===== src/rtl/alu_bist_seq.sv =====
// BIST sequencer for an ALU: walks every opcode through NUM_PATTERNS LFSR operand
// patterns (LOAD/SETTLE/CAPTURE), then compares the MISR signature against golden.
module alu_bist_seq #(
  parameter int WIDTH        = 24,
  parameter int NUM_PATTERNS = 16,
  parameter int NUM_OPS      = 15
) (
  input  logic             clk_i,
  input  logic             rst_i,
  input  logic             start_i,
  input  logic             abort_i,
  input  logic [WIDTH-1:0] golden_i,
  input  logic [WIDTH-1:0] signature_i,
  output logic             lfsr_en_o,
  output logic             misr_en_o,
  output logic             misr_clr_o,
  output logic [3:0]       cntrl_alu_o,
  output logic             busy_o,
  output logic             done_o,
  output logic             pass_o
);

  // A single-pattern build still needs a 1-bit counter to keep the ports legal.
  localparam int PW = (NUM_PATTERNS > 1) ? $clog2(NUM_PATTERNS) : 1;
  localparam logic [PW-1:0] PAT_LAST = PW'(NUM_PATTERNS - 1);
  localparam logic [3:0]    OP_LAST  = 4'(NUM_OPS - 1);

  typedef enum logic [2:0] {
    S_IDLE,
    S_CLEAR,
    S_LOAD,
    S_SETTLE,
    S_CAPTURE,
    S_COMPARE,
    S_DONE
  } state_t;

  state_t          state_q, state_d;
  logic [PW-1:0]   pat_q, pat_d;
  logic [3:0]      op_q, op_d;
  logic            pass_q, pass_d;
  logic            busy;

  assign busy = state_q inside {S_CLEAR, S_LOAD, S_SETTLE, S_CAPTURE, S_COMPARE};

  always_ff @(posedge clk_i) begin
    if (rst_i) begin
      state_q <= S_IDLE;
      pat_q   <= '0;
      op_q    <= '0;
      pass_q  <= 1'b0;
    end else begin
      state_q <= state_d;
      pat_q   <= pat_d;
      op_q    <= op_d;
      pass_q  <= pass_d;
    end
  end

  always_comb begin
    state_d = state_q;
    pat_d   = pat_q;
    op_d    = op_q;
    pass_d  = pass_q;
    case (state_q)
      S_IDLE: begin
        if (start_i) begin
          state_d = S_CLEAR;
          pass_d  = 1'b0;
        end
      end
      S_CLEAR: begin
        pat_d   = '0;
        op_d    = '0;
        pass_d  = 1'b0;
        state_d = S_LOAD;
      end
      S_LOAD:   state_d = S_SETTLE;
      S_SETTLE: state_d = S_CAPTURE;
      S_CAPTURE: begin
        if (pat_q != PAT_LAST) begin
          pat_d   = pat_q + PW'(1);
          state_d = S_LOAD;
        end else if (op_q != OP_LAST) begin
          pat_d   = '0;
          op_d    = op_q + 4'd1;
          state_d = S_LOAD;
        end else begin
          // Counters return to 0 so the opcode output reads 0 once back in IDLE.
          pat_d   = '0;
          op_d    = '0;
          state_d = S_COMPARE;
        end
      end
      S_COMPARE: begin
        pass_d  = (signature_i == golden_i);
        state_d = S_DONE;
      end
      S_DONE:  state_d = S_IDLE;
      default: state_d = S_IDLE;
    endcase

    // Abort beats every busy-state transition, including CAPTURE->COMPARE.
    if (abort_i && busy) begin
      state_d = S_IDLE;
      pat_d   = '0;
      op_d    = '0;
      pass_d  = 1'b0;
    end
  end

  assign lfsr_en_o   = (state_q == S_LOAD);
  assign misr_en_o   = (state_q == S_CAPTURE);
  assign misr_clr_o  = (state_q == S_CLEAR);
  assign cntrl_alu_o = op_q;
  assign busy_o      = busy;
  assign done_o      = (state_q == S_DONE);
  assign pass_o      = pass_q;

endmodule


===== config.mk =====
export PLATFORM = sky130hd
export DESIGN_NAME = alu_bist_seq
export DESIGN_NICKNAME = d
export VERILOG_FILES = /design/src/rtl/alu_bist_seq.sv
export SDC_FILE = /design/constraint.sdc
export NUM_CORES = 1
export LEC_CHECK = 0
export CORE_ASPECT_RATIO = 1.4
export CORE_MARGIN = 4
export CORE_UTILIZATION = 32
export DETAILED_ROUTE_END_ITERATION = 12
export MAX_ROUTING_LAYER = met4
export PLACE_DENSITY_LB_ADDON = 0.08
export SLEW_MARGIN = 0
export SYNTH_ARGS = -nofsm -noshare
export SYNTH_HDL_FRONTEND = slang
export SYNTH_SLANG_ARGS = --single-unit

===== constraint.sdc =====
create_clock -name clk_i -period 1.5 [get_ports clk_i]
set_input_delay 0.3 -clock clk_i [delete_from_list [all_inputs] [get_ports clk_i]]
set_output_delay 0.3 -clock clk_i [all_outputs]
set_load 0.03 [all_outputs]

==> results.yml <==
status:
  outcome: "finished, violations left"
  violations: "setup timing"
worst_hold_path:
  hold-path-endpoint: "cntrl_alu_o[3]"
  hold_path.class: "reg2reg"
  hold_depth: 2
  hold_path.startpoint: "cntrl_alu_o[3]"
finish:
  drive_gt1_share_pct: 27.7
  antenna_cells: 0
  regArea_um2: 246
  nNetsFinal: 259
  design_area_um2: 1920
  fill_cells: 253
  stdcell_count: 239
  syn_to_final_growth_pct: 101
  fin_util_pct: 67.3
  multi_input_area_um2: 763
clock_network:
  ctsRootBufferMaster: "clkbuf_8"
  h-tree-depth: 1
  cts_made_buffers: 3
  clkSinkCount: 12
  cts_hold_buf: 0
  path_clk_slew_ns: 0.05
  cts_tree: "done"
  clock_path_buffers: 2
  clkLatencyLatePin_ns: 0.24
routing:
  final_antenna_net_count: 0
  dr_total_vias: 1176
  viasPerCell: 4.92
  drtPass1Iterations: 4
  wire_per_inst_um: 13.2
  drt_iter0_markers: 11
  route.detailed.drc: 0
  drt-total-wl_um: 3140
power:
  ir_drop_uv: 298
  leakage_uw: 0.000789
  total_power_uw: 1000
  p_per_area_nw_per_um2: 523
worst_setup_path:
  setup.worst_path.end_class: "output port"
  cp-start-kind: "flip-flop"
  path_common_cell: "buf_6"
  worstPathMaxFanout: 3
  crit_path_max_incr_delay_ns: 0.38
  worstReg2RegEnd: "cntrl_alu_o[1]"
  crit_type: "reg2out"
  cp.required_ns: 1.20
  reg2reg_depth: 5
  path_cells: "buf_6 -> or3_4 -> and2_4 -> buf_6"
  cp_top_family: "simple AND/OR/NAND/NOR gates"
  r2r-start: "state_q[2]"
  crit_buf_inv: 2
  r2r_slack_ns: -0.10
  crit_slowest_cell: "or3_4"
  arrival_ns: 1.33
run:
  drv_cap: 0
sta:
  worst_pin_slew_ns: 0.421
  max_slew_margin_pct: 71.7
  setup_ws_ns: -0.134
  max_freq_mhz: 612
  rsz0062_at_grt: "yes"
  period_share_pct: 109
  setup_viol: 13
  slew_viol_final: 0
  hold_violations: 0
  fin_hold_ws_ns: 0.507
  finClkSkew_ns: 0.00471
  period_needed_ns: 1.63
yosys:
  synth_seq_cells: 12
  syn_area_um2: 953
  syn-instance-count: 120
  synth_top_area_share_pct: 25.2
  yosys.area.top_type: "dfxtp_1"
  ys_seq_area_share_pct: 25.2
  syn_area_per_cell_um2: 7.95
  yosys_warnings: 0
  synth_area_leaders: "dfxtp_1, xor2_1, a21oi_1"
  synth_cell_types: 35
  synth.net_count: 175
floorplan:
  core_area_um2: 2850
  die-area_um2: 3930
  ios: 62
  die_h_um: 72.6
  initial_utilization_pct: 33.5
  placementRows: 23
  die_w_um: 54.1
place:
  portBuffers: 61
  postPlaceCellArea_um2: 1730
  place.gp.congestion: 0.794
  dp_cells: 231
  dp_hpwl_um: 2520
grt:
  grt-ovfl-total: 0
  grt_pass1_wl_um: 4950
  grt_max_degree: 16
  grt.total_usage_pct: 16.9
  grt_antenna_before_repair: 0
  grt_pass1_vias: 1247
cell type report:
| class | count | share of cell area [%] |
|---|---|---|
| multi-input cells | 101 | 39.8 |
| flip-flops and latches | 12 | 12.9 |
| inverters | 3 | 0.849 |
| well taps | 37 | 2.42 |
| repair buffers | 83 | 41.9 |
| clock buffers | 3 | 2.15 |
worst max-delay path by stage:
stage                       from  depth (start not counted)             end  slack, ns
floorplan             state_q[2]                          6  cntrl_alu_o[1]      -0.16
global placement    golden_i[15]                          5          pass_o      -0.05
detailed placement    state_q[2]                          5  cntrl_alu_o[1]      -0.08
CTS                   state_q[0]                          4          busy_o      -0.14
global route          state_q[0]                          5  cntrl_alu_o[0]      -0.17
finish                state_q[1]                          4          busy_o      -0.13
layer usage:
layer / share of wire [%] / up-vias / track usage, %
li1: - / 593 / -
met1: 35 / 540 / 16.2
met2: 57 / 41 / 32.6
met3: 6.4 / 2 / 2.66
met4: 1.0 / 0 / 5.26
met5: 0 / - / -
synthesized netlist by cell type, drive strengths merged:
cell type	count
xor2	24
a21oi	12
dfxtp	12
nor2	11
o21ai	7
nor4	5
and2	4
nand3	4
clkbuf	3
ha	3
nand2	3
nor3	3
or3	3
a21boi	2
a21o	2
inv	2
nand4	2
o31ai	2
a22oi	1
a31oi	1
and2b	1
and3	1
buf	1
clkinv	1
nand2b	1
nand3b	1
nor2b	1
nor3b	1
nor4b	1
o22ai	1
o311a	1
or3b	1
or4	1
or4b	1
cells by family (layout without fill, tap and decap cells):
logic type / count (synthesis) / count (layout) / synth area share, %
AO/OA/AOI/OAI: 29 / 29 / 17.8
flip-flops: 12 / 12 / 25.2
XOR/XNOR: 24 / 24 / 22.0
buffers and inverters: 7 / 89 / 4.07
adder cells (fa/ha/maj): 3 / 3 / 3.94
AND/OR/NAND/NOR: 45 / 45 / 26.9
where the power goes:
| part | leakage [uW] | switching, uW | internal (uW) |
|---|---|---|---|
| sequential | 0.0000994 | 6.05 | 327 |
| clock | 0.0000216 | 113 | 177 |
| combinational | 0.000668 | 146 | 235 |
worst reg2reg max path, stage by stage (launching register included):
cell      delay, ns
dfxtp_2        0.35
or3b_4         0.42
clkinv_4       0.06
and2_4         0.13
or4b_1         0.44
a21oi_2        0.13
cell usage in the layout (no fill, tap or decap), types with 3 or more instances in the layout:
cell	synthesis	routed
a21oi_2	0	4
nand3_1	4	4
a21oi_1	12	7
clkdlybuf4s50_1	0	51
nor2_2	0	3
dfxtp_2	0	5
buf_6	1	9
and2_4	1	3
dfxtp_1	12	7
dlygate4sd2_1	0	5
nand2_1	3	3
buf_4	0	17
o21ai_0	7	6
clkbuf_8	0	3
nor2_1	11	7
nor4_1	5	5
xor2_1	24	24
through the flow:
| step | setup slack, ns | setup TNS (ns) |
|---|---|---|
| floorplan | -0.164 | -0.287 |
| finish | -0.134 | -0.587 |
| CTS | -0.136 | -0.662 |
| detailed placement | -0.0820 | -0.362 |
| global route | -0.169 | -1.59 |
| global placement | -0.0549 | -0.254 |
sequential cells by signal (all words and copies together) (netlist names):
register / count
state_q: 3
cntrl_alu_o: 4
pass_o: 1
pat_q: 4
timing repair:
action | 4_1_cts | 5_1_grt
setup buffers | 4 | 1
gates resized for setup | 26 | 10
setup endpoints to repair | 18 | 17
pin swaps | 8 | 3
No activity file was read; power rests on OpenSTA's default activity.
